## src/rtl/modular_counter_updown.sv

```systemverilog
// Modulo-N up/down digit counter with tick carry/borrow, preset and set-button adjust.
// Define MODCNT_AUTOREPEAT_EN to build the press/hold/auto-repeat adjust FSM; otherwise one step per press.
module modular_counter_updown #(
    parameter int WIDTH      = 4,
    parameter int MODULO     = 10,
    parameter int N_ADJ      = 2,
    parameter int HOLD_CYC   = 500,
    parameter int REPEAT_CYC = 100
) (
    input  logic             clk,
    input  logic             reset_n,
    input  logic             enable,
    input  logic             up_dn,
    input  logic             load,
    input  logic [WIDTH-1:0] load_value,
    input  logic [N_ADJ-1:0] adj_up,
    input  logic [N_ADJ-1:0] adj_dn,
    output logic [WIDTH-1:0] count,
    output logic             carry,
    output logic             borrow,
    output logic             adj_active
);

    localparam logic [WIDTH-1:0] MAX_VAL = WIDTH'(MODULO - 1);
    localparam logic [WIDTH:0]   MOD_EXT = (WIDTH + 1)'(MODULO);

    if (MODULO < 2 || MODULO > (1 << WIDTH) || N_ADJ < 1 ||
        HOLD_CYC < 2 || REPEAT_CYC < 2) begin : g_bad_cfg
        $error("modular_counter_updown: illegal parameter set");
    end

    function automatic logic [WIDTH-1:0] wrap_inc(input logic [WIDTH-1:0] v);
        return (v == MAX_VAL) ? '0 : v + WIDTH'(1);
    endfunction

    function automatic logic [WIDTH-1:0] wrap_dec(input logic [WIDTH-1:0] v);
        return (v == '0) ? MAX_VAL : v - WIDTH'(1);
    endfunction

    function automatic logic [WIDTH-1:0] clamp_load(input logic [WIDTH-1:0] v);
        return ({1'b0, v} < MOD_EXT) ? v : '0;
    endfunction

    logic up_any;
    logic dn_any;
    logic up_prev;
    logic dn_prev;
    logic armed;
    logic up_rise;
    logic dn_rise;
    logic lone_up;
    logic lone_dn;
    logic man_step;
    logic man_up;
    logic tick_ok;
    logic [WIDTH-1:0] count_next;

    assign up_any = |adj_up;
    assign dn_any = |adj_dn;

    // armed blocks the first cycle after reset so a button held through reset needs a fresh press
    assign up_rise = armed & up_any & ~up_prev;
    assign dn_rise = armed & dn_any & ~dn_prev;
    assign lone_up = up_rise & ~dn_any;
    assign lone_dn = dn_rise & ~up_any;

    always_ff @(posedge clk or negedge reset_n) begin
        if (!reset_n) begin
            up_prev <= 1'b0;
            dn_prev <= 1'b0;
            armed   <= 1'b0;
        end else begin
            up_prev <= up_any;
            dn_prev <= dn_any;
            armed   <= 1'b1;
        end
    end

`ifdef MODCNT_AUTOREPEAT_EN
    localparam int TMR_MAX = (HOLD_CYC > REPEAT_CYC) ? HOLD_CYC : REPEAT_CYC;
    localparam int TMR_W   = $clog2(TMR_MAX);
    localparam logic [TMR_W-1:0] HOLD_LD = TMR_W'(HOLD_CYC - 1);
    localparam logic [TMR_W-1:0] RPT_LD  = TMR_W'(REPEAT_CYC - 1);

    typedef enum logic [1:0] {
        IDLE = 2'd0,
        HOLD = 2'd1,
        RPT  = 2'd2
    } adj_state_t;

    adj_state_t       state;
    logic [TMR_W-1:0] timer;
    logic             dir_up;
    logic             held;

    assign held = dir_up ? up_any : dn_any;

    always_comb begin
        man_step = 1'b0;
        man_up   = dir_up;
        case (state)
            IDLE: begin
                man_step = lone_up | lone_dn;
                man_up   = lone_up;
            end
            HOLD, RPT: man_step = held && (timer == '0);
            default: man_step = 1'b0;
        endcase
    end

    // the opposite direction is never looked at once a press is latched
    always_ff @(posedge clk or negedge reset_n) begin
        if (!reset_n) begin
            state      <= IDLE;
            timer      <= '0;
            dir_up     <= 1'b0;
            adj_active <= 1'b0;
        end else begin
            case (state)
                IDLE: begin
                    if (lone_up || lone_dn) begin
                        dir_up     <= lone_up;
                        timer      <= HOLD_LD;
                        state      <= HOLD;
                        adj_active <= 1'b1;
                    end
                end
                HOLD, RPT: begin
                    if (!held) begin
                        state      <= IDLE;
                        adj_active <= 1'b0;
                    end else if (timer == '0) begin
                        timer <= RPT_LD;
                        state <= RPT;
                    end else begin
                        timer <= timer - TMR_W'(1);
                    end
                end
                default: begin
                    state      <= IDLE;
                    adj_active <= 1'b0;
                end
            endcase
        end
    end
`else
    assign man_step   = lone_up | lone_dn;
    assign man_up     = lone_up;
    assign adj_active = 1'b0;
`endif

    always_comb begin
        count_next = count;
        if (load) begin
            count_next = clamp_load(load_value);
        end else if (man_step) begin
            count_next = man_up ? wrap_inc(count) : wrap_dec(count);
        end else if (enable) begin
            count_next = up_dn ? wrap_inc(count) : wrap_dec(count);
        end
    end

    always_ff @(posedge clk or negedge reset_n) begin
        if (!reset_n) begin
            count <= '0;
        end else begin
            count <= count_next;
        end
    end

    // only a tick that actually takes effect may ripple into the next digit
    assign tick_ok = reset_n & enable & ~load & ~man_step;
    assign carry   = tick_ok &  up_dn & (count == MAX_VAL);
    assign borrow  = tick_ok & ~up_dn & (count == '0);

endmodule

```

## config.mk

```make
export PLATFORM = sky130hd
export DESIGN_NAME = modular_counter_updown
export DESIGN_NICKNAME = d
export VERILOG_FILES = /design/src/rtl/modular_counter_updown.sv
export SDC_FILE = /design/constraint.sdc
export NUM_CORES = 1
export LEC_CHECK = 0
export CORE_MARGIN = 8
export CORE_UTILIZATION = 39
export DETAILED_ROUTE_END_ITERATION = 12
export PLACE_DENSITY = 0.73
export SYNTH_ARGS = -nofsm -noshare
export SYNTH_HDL_FRONTEND = slang
export SYNTH_SLANG_ARGS = --single-unit
```

## constraint.sdc

```tcl
create_clock -name clk -period 1.4 [get_ports clk]
set_input_delay 0.28 -clock clk [delete_from_list [all_inputs] [get_ports clk]]
set_output_delay 0.28 -clock clk [all_outputs]
set_load 0.01 [all_outputs]
```

### Yosys cells after proc, flatten, opt, wreduce, memory -nomap -nowiden

Index checks and enable logic that the tools add are counted.

| storage, ports and cells | value |
|---|---|
| memories | 0 |
| bits in read-only memories | 0 |
| memory bits (writable) | 0 |
| bits of input ports | 13 |
| bits in latches | 0 |
| flip-flop bits (word level) | 7 |
| output and inout port bits | 7 |

| operators by class | value |
|---|---|
| $mul | 0 |
| reductions and logical operators | 4 |
| bitwise operators | 21 |
| shift operators | 0 |
| add/sub/neg operators | 2 |
| equal/unequal tests | 1 |
| order comparisons | 1 |
| mux-type cells | 8 |
| divide/modulo/power cells | 0 |

Operator list:

| operator | number |
|---|---|
| 4-bit 2-to-1 mux | 8 |
| 1-bit AND | 13 |
| 1-bit NOT | 7 |
| 4-bit by 1-bit adder with 4-bit output (second input constant) | 1 |
| 4-bit equality test (second input constant) | 1 |
| 4-bit logical NOT | 1 |
| 4-bit < comparator (second input constant) | 1 |
| 2-bit OR reduction | 2 |
| 4-bit by 1-bit subtractor with 4-bit output (second input constant) | 1 |
| 3-bit nonzero test | 1 |
| 1-bit bitwise OR | 1 |

### Depth between registers and ports, before layout

| depth | value |
|---|---|
| depth in word-level cells | 9 |
| mapped depth | 6 |
| gate-level depth less buffers | 5 |

### Worst setup path before layout

Ideal clock, no wire load.

| timing path | value |
|---|---|
| kind | input to output |
| from | input adj_up[1] |
| to | output borrow |
| stages on the path | 6 |
| data required time | 1120 ps |
| data arrival time | 1433 ps |
| slack | -313 ps |
| cells stage by stage | or2_1 and4bb_1 buf_6 nor2_2 nand4_1 nor4_1 |

| on the way | value |
|---|---|
| word-level cells in the longest chain between the ends | 9 |
| elaborated cells on any way between the ends | 11 |

Ends and longest elaborated chain:

| element | line | text |
|---|---|---|
| from (decl) | 16 | `input logic [N_ADJ-1:0] adj_up,` |
| 2-bit OR reduction (*) | 58 | `assign up_any = \|adj_up;` |
| 1-bit AND (2 in series) | 62 | `assign up_rise = armed & up_any & ~up_prev;` |
| 1-bit AND | 64 | `assign lone_up = up_rise & ~dn_any;` |
| 1-bit bitwise OR (*) | 147 | `assign man_step = lone_up \| lone_dn;` |
| 1-bit NOT (*) | 172 | `assign tick_ok = reset_n & enable & ~load & ~man_step;` |
| 1-bit AND (*) | 172 |  |
| 1-bit AND (*) (2 in series) | 174 | `assign borrow = tick_ok & ~up_dn & (count == '0);` |
| to (decl) | 20 | `output logic borrow,` |

Every way passes the cells marked *; elsewhere a longest branch is shown, timed or not.

### Worst setup path in the final report

| timing path | value |
|---|---|
| from | register armed |
| to | output borrow |

| on the way | value |
|---|---|
| word-level cells in the longest chain between the ends | 8 |
| elaborated cells on any way between the ends | 11 |

Ends and longest elaborated chain:

| element | line | text |
|---|---|---|
| from (decl) | 48 | `logic armed;` |
| from (signal assigned) | 71 | `armed <= 1'b0;` |
| from (signal assigned) | 75 | `armed <= 1'b1;` |
| 1-bit AND (on tied branches) (2 in series) | 62, 63 |  |
| 1-bit AND (on tied branches) | 64, 65 |  |
| 1-bit bitwise OR (*) | 147 |  |
| 1-bit NOT (*) | 172 |  |
| 1-bit AND (*) | 172 |  |
| 1-bit AND (*) (2 in series) | 174 |  |

Marks and branches as above.

==> results.json <==
{
  "status": "finished with violations",
  "violations": "negative setup slack",
  "fin_ws_ns": -0.377,
  "dr.pass1.iters": 4,
  "power_uw": 793,
  "clock_path_buffers": 2,
  "arrival_ns": 1.50,
  "peakVddDrop_uv": 752,
  "ys_warn_count": 0,
  "multi_input_comb_area_um2": 419,
  "final_max_slew_viol_count": 0,
  "end_kind": "primary output",
  "ioPinCount": 20,
  "wl_met2_um": 927,
  "globalplace.congestion": 0.888,
  "die_area_um2": 2980,
  "syn_area_um2": 581,
  "placementRows": 14,
  "wl_um": 1750,
  "nets": 122,
  "cp-start-kind": "register",
  "maxCapViolCount": 0,
  "crit_chain": "and4bb_1 -> nor2_2 -> nand4_1 -> nor4_2 -> buf_2",
  "ys_top_cells_by_area": "dfrtp_1 30%, nand2b_1 5.4%, o21ai_0 5.2%",
  "start_util_pct": 39.9,
  "ant_nets": 0,
  "antenna_found_initial": 0,
  "synthFlopType": "dfrtp_1",
  "clk_latency_ns": 0.26,
  "drcViolationCount": 0,
  "rsz0062_at_grt": "yes",
  "vias_per_cell": 5.31,
  "cts_buffers": 3,
  "synth_top_cell_area_share_pct": 30.2,
  "cts.htree.levels": 1,
  "grt_pass1_vias": 648,
  "gr-total-overflow": 0,
  "setup_viol": 6,
  "antenna_cells": 0,
  "routed.top_layer": "met4",
  "period_needed_ns": 1.78,
  "seq_area_um2": 175,
  "grt_max_degree": 10,
  "crit_family": "simple AND/OR/NAND/NOR gates",
  "clkSinkCount": 7,
  "netlist_instances": 72,
  "dp_hpwl_um": 1360,
  "p_per_area_nw_per_um2": 819,
  "slowest_delay_ns": 0.37,
  "p_leak_uw": 0.000442,
  "cts_hold_buffers": 0,
  "root_buffer": "clkbuf_4",
  "synthDistinctLibCells": 36,
  "setup_tns_ns": -1.06,
  "synth.avg_cell_area_um2": 8.06,
  "fill_cells": 118,
  "area_growth_pct": 66.6,
  "yosysSeqAreaShare_pct": 30.2,
  "postSynth.asyncResetShare_pct": 100,
  "path_max_fanout": 2,
  "cpMaxStageDelayCell": "dfrtp_1",
  "cts_tree": "done",
  "io_buffers": 18,
  "initialDrtViolationCount": 8,
  "die_h_um": 54.6,
  "synth_top_cell_by_area": "dfrtp_1",
  "met1Wirelength_um": 713,
  "clk_pin_slew_ns": 0.06,
  "gr-usage-all-layers_pct": 13.4,
  "critPathBufInv": 1,
  "skew_ns": 0.00894,
  "fmax_ghz": 0.563,
  "core_um2": 1450,
  "route.met3.wl_um": 89,
  "period_share_pct": 127,
  "ys_seq_elements": 7,
  "worstSetupPathType": "reg -> out",
  "min_path_type": "in -> reg",
  "drive_above_1_share_pct": 38.9,
  "grt_pass1_wl_um": 2900,
  "synth_nets": 85,
  "vias": 658,
  "die_w_um": 54.6,
  "wl_per_cell_um": 14.1,
  "synth_edf_count": 0,
  "crit_required_ns": 1.12,
  "hold_viol_final": 0
}
[per-layer routing]
metal	global-route usage, %	vias up
met1	15.0	310
met3	4.89	4
met2	22.6	17
met4	4.92	0
met5	0	-
li1	-	327
[power breakdown]
group | switching (uW) | internal, uW | leakage [uW]
logic | 169 | 196 | 0.000345
registers | 14.3 | 223 | 0.0000819
clock network | 81.5 | 109 | 0.0000150
[stage by stage]
step | util (%) | setup slack (ns) | cell area (um^2) | hold slack, ns | std cells
finish | 66.5 | -0.377 | 967 | 0.252 | 124
global route | 66.5 | -0.486 | 967 | 0.253 | 124
CTS | 64.8 | -0.373 | 942 | 0.252 | 122
detailed placement | 60.6 | -1.15 | 881 | 0.587 | 116
global placement | 60.6 | -1.11 | 881 | 0.585 | 116
floorplan | - | -0.249 | 593 | -0.0156 | 72
[worst reg2reg max path: cells and delay by family (launching register included)]
kind	cells	cell delay [ns]
AO/OA/AOI/OAI	3	0.45
AND/OR/NAND/NOR	2	0.44
flip-flops	1	0.41
buffers and inverters	1	0.12
[path summary, 6_finish.rpt]
| kind | depth (start not counted) | end | slack [ns] | from |
|---|---|---|---|---|
| hold reg to reg | 2 | count[3] | 0.72 | count[3] |
| max in group asynchronous | 2 | count[3] | 0.97 | reset_n |
| hold / removal | 2 | up_prev | 0.25 | adj_up[1] |
| setup / recovery | 5 | borrow | -0.38 | armed |
| min in group asynchronous | 2 | count[1] | 0.31 | reset_n |
| setup reg to reg | 6 | count[1] | -0.11 | count[1] |
[timing repair]
item	4_1_cts	5_1_grt
buffers inserted	2	3
setup endpoints to repair	10	10
resized for setup	31	10
pin swaps	8	2
[registers in the layout, summed over array words and instances, names as in the netlist]
| register | count |
|---|---|
| count | 4 |
| armed | 1 |
| up_prev | 1 |
| dn_prev | 1 |
[cells in the mapped netlist (2+ instances only)]
| master | number |
|---|---|
| nand2b_1 | 5 |
| inv_1 | 2 |
| a211o_1 | 2 |
| nand3b_1 | 3 |
| buf_2 | 2 |
| conb_1 | 2 |
| nand3_1 | 4 |
| dfrtp_1 | 7 |
| or2_1 | 2 |
| xor2_1 | 2 |
| nand2_1 | 6 |
| nor4_1 | 2 |
| nor2b_1 | 2 |
| o21ai_0 | 6 |
| nor2_1 | 2 |
| clkbuf_1 | 3 |
[final cells by class]
| class | count | area share (%) |
|---|---|---|
| multi-input cells | 56 | 43.3 |
| well taps | 16 | 2.07 |
| inverters | 2 | 0.776 |
| clock buffers | 4 | 2.72 |
| repair buffers | 39 | 33.0 |
| flip-flops and latches | 7 | 18.1 |
[cells in the final DEF, fill, tap and decap left out, drive strengths merged]
cell           netlist  layout
a211o                2       2
a211oi               1       1
a21oi                1       1
a221oi               1       1
a31oi                1       1
a32oi                1       1
a41oi                1       1
and4bb               1       1
buf                  4      26
clkbuf               3       5
clkdlybuf4s15        0       2
clkdlybuf4s50        0       8
conb                 2       2
dfrtp                7       7
dlygate4sd2          0       2
inv                  2       2
mux2i                1       1
nand2                6       6
nand2b               5       5
nand3                4       4
nand3b               3       3
nand4                1       1
nor2                 3       3
nor2b                2       2
nor3                 1       1
nor3b                1       1
nor4                 2       2
nor4b                1       1
o211a                1       1
o21ai                7       7
o311a                1       1
or2                  3       3
xnor2                1       1
xor2                 2       2
[logic make-up (layout without fill, tap and decap cells)]
family	after synthesis	count (layout)	synth area share (%)
buffers and inverters	9	45	8.19
AND/OR/NAND/NOR	33	33	33.8
AO/OA/AOI/OAI	17	17	20.3
multiplexers	1	1	1.72
other	2	2	1.29
XOR/XNOR	3	3	4.53
flip-flops	7	7	30.2
Note: power is estimated with default switching activity, not from simulation.
